File: src/rtl/ddc_ctrl_pkg.sv
// Shared types and code-mapping helpers for the DLL delay-chain controller.
package ddc_ctrl_pkg;

    typedef enum logic [1:0] {IDLE, ACQ, TRACK} state_e;
    typedef enum logic [1:0] {NONE, UP, DN} dir_e;

    // Widest chain the helpers cover; callers use the low N_CELLS bits.
    localparam int MAX_CELLS = 64;

    function automatic logic [MAX_CELLS-1:0] thermo(input int unsigned p);
        logic [MAX_CELLS-1:0] r;
        for (int i = 0; i < MAX_CELLS; i++) r[i] = (i < p);
        return r;
    endfunction

    function automatic logic [MAX_CELLS-1:0] onehot(input int unsigned p);
        logic [MAX_CELLS-1:0] r;
        for (int i = 0; i < MAX_CELLS; i++) r[i] = (i == p);
        return r;
    endfunction

endpackage

File: src/rtl/ddc_code_map.sv
// Turn-back position to per-cell forward (thermometer) and turn-back (one-hot) controls.
module ddc_code_map #(
    parameter  int N_CELLS = 32,
    localparam int PW      = (N_CELLS > 1) ? $clog2(N_CELLS) : 1
) (
    input  logic [PW-1:0]      i_pos,
    output logic [N_CELLS-1:0] o_t_code,
    output logic [N_CELLS-1:0] o_tb_code
);

    for (genvar i = 0; i < N_CELLS; i++) begin : g_cell
        assign o_t_code[i]  = (i_pos > PW'(i));
        assign o_tb_code[i] = (i_pos == PW'(i));
    end

endmodule

File: src/rtl/ddc_chain_ctrl.sv
// DLL loop controller: filters phase-detector decisions, moves the chain turn-back
// point and reports lock / end-of-range.
module ddc_chain_ctrl
    import ddc_ctrl_pkg::*;
#(
    parameter  int N_CELLS  = 32,
    parameter  int INIT_POS = 0,
    parameter  int FILT_TH  = 4,
    parameter  int LOCK_CNT = 6,
    localparam int PW       = (N_CELLS > 1) ? $clog2(N_CELLS) : 1
) (
    input  logic               clk,
    input  logic               rst,
    input  logic               en,
    input  logic               pd_valid,
    input  logic               pd_up,
    input  logic               pd_dn,
    output logic [N_CELLS-1:0] t_code,
    output logic [N_CELLS-1:0] tb_code,
    output logic [PW-1:0]      pos,
    output logic               lock,
    output logic               at_min,
    output logic               at_max
);

    state_e             r_state, w_state_nxt;
    dir_e               r_last, w_dir;
    logic signed [5:0]  r_acc, w_inc, w_acc_sum, w_th;
    logic [PW-1:0]      r_pos;
    logic [3:0]         r_rev, w_rev_nxt;
    logic               r_lock;
    logic               w_active, w_up, w_dn, w_step_up, w_step_dn, w_step, w_rev_flag;

    // Only a clean single-direction strobe is a decision.
    assign w_up      = pd_valid & pd_up & ~pd_dn;
    assign w_dn      = pd_valid & pd_dn & ~pd_up;
    assign w_inc     = w_up ? 6'sd1 : (w_dn ? -6'sd1 : 6'sd0);
    assign w_acc_sum = r_acc + w_inc;

    assign w_step_up  = w_active & w_up & (w_acc_sum == w_th);
    assign w_step_dn  = w_active & w_dn & (w_acc_sum == -w_th);
    assign w_step     = w_step_up | w_step_dn;
    assign w_dir      = w_step_up ? UP : DN;
    assign w_rev_flag = w_step & (r_last != NONE) & (r_last != w_dir);

    always_ff @(posedge clk or posedge rst) begin
        if (rst) r_state <= IDLE;
        else     r_state <= w_state_nxt;
    end

    always_comb begin
        w_state_nxt = r_state;
        if (!en) begin
            w_state_nxt = IDLE;
        end else begin
            case (r_state)
                IDLE:    w_state_nxt = ACQ;
                ACQ:     if (w_rev_flag) w_state_nxt = TRACK;
                TRACK:   w_state_nxt = TRACK;
                default: w_state_nxt = IDLE;
            endcase
        end
    end

    always_comb begin
        w_active = en && (r_state != IDLE);
        w_th     = (r_state == TRACK) ? 6'(FILT_TH) : 6'sd1;
    end

    // Reversal counter only moves on TRACK steps; same-direction steps restart it.
    always_comb begin
        w_rev_nxt = r_rev;
        if (r_state == TRACK && w_step) begin
            if (!w_rev_flag)                   w_rev_nxt = '0;
            else if (r_rev != 4'(LOCK_CNT))    w_rev_nxt = r_rev + 4'd1;
        end
    end

    always_ff @(posedge clk or posedge rst) begin
        if (rst) begin
            r_pos  <= PW'(INIT_POS);
            r_acc  <= '0;
            r_rev  <= '0;
            r_last <= NONE;
            r_lock <= 1'b0;
        end else if (!en) begin
            r_acc  <= '0;
            r_rev  <= '0;
            r_last <= NONE;
            r_lock <= 1'b0;
        end else if (w_step) begin
            r_acc  <= '0;
            if (w_step_up && r_pos != PW'(N_CELLS-1)) r_pos <= r_pos + PW'(1);
            if (w_step_dn && r_pos != '0)             r_pos <= r_pos - PW'(1);
            r_last <= w_dir;
            r_rev  <= w_rev_nxt;
            if (r_state == TRACK) r_lock <= (w_rev_nxt == 4'(LOCK_CNT));
        end else if (w_active && (w_up || w_dn)) begin
            r_acc <= w_acc_sum;
        end
    end

    ddc_code_map #(.N_CELLS(N_CELLS)) u_map (
        .i_pos     (r_pos),
        .o_t_code  (t_code),
        .o_tb_code (tb_code)
    );

    assign pos    = r_pos;
    assign lock   = r_lock;
    assign at_min = (r_pos == '0);
    assign at_max = (r_pos == PW'(N_CELLS-1));

endmodule
File: config.mk
export PLATFORM = sky130hd
export DESIGN_NAME = ddc_chain_ctrl
export DESIGN_NICKNAME = d
export VERILOG_FILES = /design/src/rtl/ddc_ctrl_pkg.sv /design/src/rtl/ddc_code_map.sv /design/src/rtl/ddc_chain_ctrl.sv
export SDC_FILE = /design/constraint.sdc
export NUM_CORES = 1
export LEC_CHECK = 0
export BUFFER_PORTS_ARGS = -buffer_cell sky130_fd_sc_hd__buf_2
export CORE_MARGIN = 2
export CORE_UTILIZATION = 54
export CTS_CLUSTER_DIAMETER = 80
export DETAILED_ROUTE_END_ITERATION = 7
export PLACE_DENSITY = 0.87
export SYNTH_ARGS = -nofsm -noshare
export SYNTH_HDL_FRONTEND = slang
export SYNTH_SLANG_ARGS = --single-unit
File: constraint.sdc
create_clock -name clk -period 5.7 [get_ports clk]
set_input_delay 0.285 -clock clk [delete_from_list [all_inputs] [get_ports clk]]
set_output_delay 0.285 -clock clk [all_outputs]
set_load 0.05 [all_outputs]
==> results.yml <==
synthesis:
  synth_fp_nets: 301
  synthCells: 278
  synth_top_area_cell: "dfrtp_1"
  syn-cell-area_sq_um: 2030
  ys_dominant_reg_cell: "dfrtp_1"
  postSynthRegisterBits: 20
  yosysTopAreaCellShare: 0.247
  synth.area.top_cells: "dfrtp_1 25%, nor2_1 10%, ha_1 9.9%"
  synth_cell_types: 44
  synth.yosys.warnings: 0
  number_of_enable_flip_flop_cells_after_synthesis: 0
  avgSynthCellArea_sq_um: 7.29
  synth.yosys.seq_area_share: 0.247
  ys_async_sr_fraction: 1.00
drt:
  avgRoutedWirePerCell_um: 13.6
  dr.first_iter.drc_count: 145
  detail_route.wirelength_um: 5340
  ant_nets: 0
  routed_via_density: 5.62
  detailed_route_via_count: 2208
  drc: 0
  detail_route.first_pass.iterations: 5
cts:
  cts-htree-levels: 1
  number_of_buffers_inserted_for_hold_repair_after_clock_tree_synthesis: 0
  post-cts-setup-buffer-count: 0
  clock-sinks: 20
  clk_root_buffer_cell: "clkbuf_8"
  clk_latency_ns: 0.26
  postCtsResizedCells: 0
  cts_tree: "done"
  cts_buffers: 3
  clk_path_buf_depth: 2
  cts.clk_slew.worst_paths_ns: 0.07
floorplan:
  initial_utilization: 0.558
  io-pin-count: 78
  dieArea_sq_um: 4260
  core_area_sq_um: 3630
  floorplan.rows: 22
  floorplan.die.height_um: 65.2
  dieWidth_um: 65.2
sta:
  setup_viol_count_final: 0
  fin_skew_ns: 0.00343
  timing.final.crit_period_ns: 2.99
  final-hold-violation-count: 0
  timing.slew.headroom: 0.515
  max_clock_freq_mhz: 334
  timing_worst_slew_pin_value_ns: 0.727
  final.period_utilization: 0.525
  setup_repair_after_global_routing_missed_its_margin: "no"
  whs_ns: 0.138
  finalSetupTns_ns: 0
  setup_ws_ns: 2.71
  final-max-slew-violation-count: 0
power_and_ir_drop:
  peakVddDrop_mv: 0.209
  power_report.internal_total_uw: 282
  power_density_relative_to_cell_area_nw_per_um2: 207
  power.static_leakage_nw: 1.31
  seqPwrFrac: 0.332
  total_power_uw: 511
  power.share.combinational: 0.462
  switching_share: 0.449
  total_switching_power_uw: 229
  pwr-share-clk: 0.206
outcome:
  status: "complete, no violations"
cells_and_area:
  final_area_sq_um: 2460
  diodes: 0
  number_of_inserted_filler_cells_in_the_final_layout: 331
  num-nets-final: 369
  post_route_cells_drive_above_1_share: 0.255
  layout.cells.non_filler: 393
  fin_util: 0.678
  flow.area_growth_from_synthesis_pct: 21.7
placed_design:
  place.gp.congestion: 0.857
  preCtsSetupSlack_ns: 2.48
  placed_cells: 389
  port-buffer-count: 77
  placed_area_sq_um: 2410
  dpl.hpwl_um: 4180
global_routing:
  total_grt_usage: 0.251
  globalRouteOverflowTotal: 0
  grt_pass1_vias: 1919
  grt_start_max_net_pins: 22
  grt_pass1_wl_um: 8720
  grt_antenna_before_repair: 0
worst_setup_path:
  cp_max_fo: 7
  cp-start-kind: "input pin"
  regToRegStartpoint: "r_acc[0]"
  worstSetupPathType: "input pin to register"
  reg2reg_depth: 10
  cp.arrival_ns: 3.12
  regToRegSetupSlack_ns: 2.78
  end_kind: "register"
  reg2reg_to: "pos[2]"
  worst_ep_required_time_ns: 5.82
worst_hold_path:
  worst_hold_path_type: "input pin to async pin"
run:
  max_cap_violations: 0
kinds of logic (layout without fill, tap and decap cells):
family / Yosys count / after routing / synth area share
and+or+nand+nor: 142 / 142 / 0.345
AOI/OAI and AO/OA: 52 / 52 / 0.155
buffers and inverters: 27 / 94 / 0.0544
DFF: 20 / 20 / 0.247
adders and majority gates: 17 / 17 / 0.109
xor gates and xnor gates: 14 / 14 / 0.0605
muxes: 6 / 6 / 0.0296
metal layers:
metal / vias up / track usage / routed length, um
met5: - / 0 / 0
li1: 1075 / - / -
met3: 4 / 0.0137 / 357
met1: 1029 / 0.361 / 2450
met4: 0 / 0.0599 / 31
met2: 100 / 0.416 / 2500
cells in the mapped netlist (4+ instances only):
master and n:
a21boi_0 5, xnor2_1 5, xor2_1 9, a21oi_1 21
inv_1 13, nor2b_1 8, o21ai_0 13, and3_1 9
nor3_1 10, nand2_1 25, ha_1 16, mux2i_1 6
nand2b_1 4, nand3_1 12, nor2_1 56, dfrtp_1 20
clkbuf_1 10
cell usage in the layout (no fill, tap or decap), drive strengths merged, types with 2 or more instances in the layout:
cell type,count
buf,77
nor2,57
nand2,25
a21oi,22
dfrtp,20
ha,16
o21ai,13
inv,13
nand3,12
nor3,11
xor2,9
and3,9
nor2b,8
mux2i,6
xnor2,5
a21boi,5
nand2b,4
clkbuf,4
a21o,3
nor4b,3
and2,3
nand4b,2
or3,2
a31oi,2
or2,2
power groups by stage:
stage	Combinational, mW	Sequential [mW]	Clock (mW)
after detailed placement	0.235	0.172	0
after global routing	0.257	0.172	0.113
after CTS	0.236	0.169	0.108
after global placement	0.230	0.172	0
final	0.236	0.170	0.105
after floorplan	0.184	0.175	0
critical path, stage by stage:
cell,delay [ns]
buf_2,0.13
xor2_1,0.16
and2_1,0.17
ha_1,0.20
inv_1,0.07
fa_1,0.46
xor2_1,0.17
nor4_1,0.29
nand3_1,0.23
nor3_4,0.39
mux2i_1,0.35
nor2_2,0.07
xor2_1,0.14
state kept, by name, indices dropped and copies added (netlist names):
name and cells:
lock 1, pos 5, r_state 2, r_rev 4, r_acc 6, r_last 2
worst max-delay path by stage:
stage,startpoint,to,slack [ns]
5_1_grt,pd_dn,r_rev[3],2.38
4_1_cts,pd_dn,r_rev[3],2.74
3_3_place_gp,pd_dn,pos[2],2.60
3_5_place_dp,pd_dn,r_rev[1],2.48
2_1_floorplan,pos[0],t_code[17],2.02
6_report,pd_dn,pos[2],2.71
final cells by class:
cell class                      instances  area (sq um)  share of cell area
Multi-Input combinational cell        231          1420               0.574
Sequential cell                        20           500               0.203
Timing Repair Buffer                   77           385               0.156
Tap cell                               48          60.1              0.0244
Clock buffer                            4          55.1              0.0223
Inverter                               13          48.8              0.0198
No activity file was read; power rests on OpenSTA's default activity.
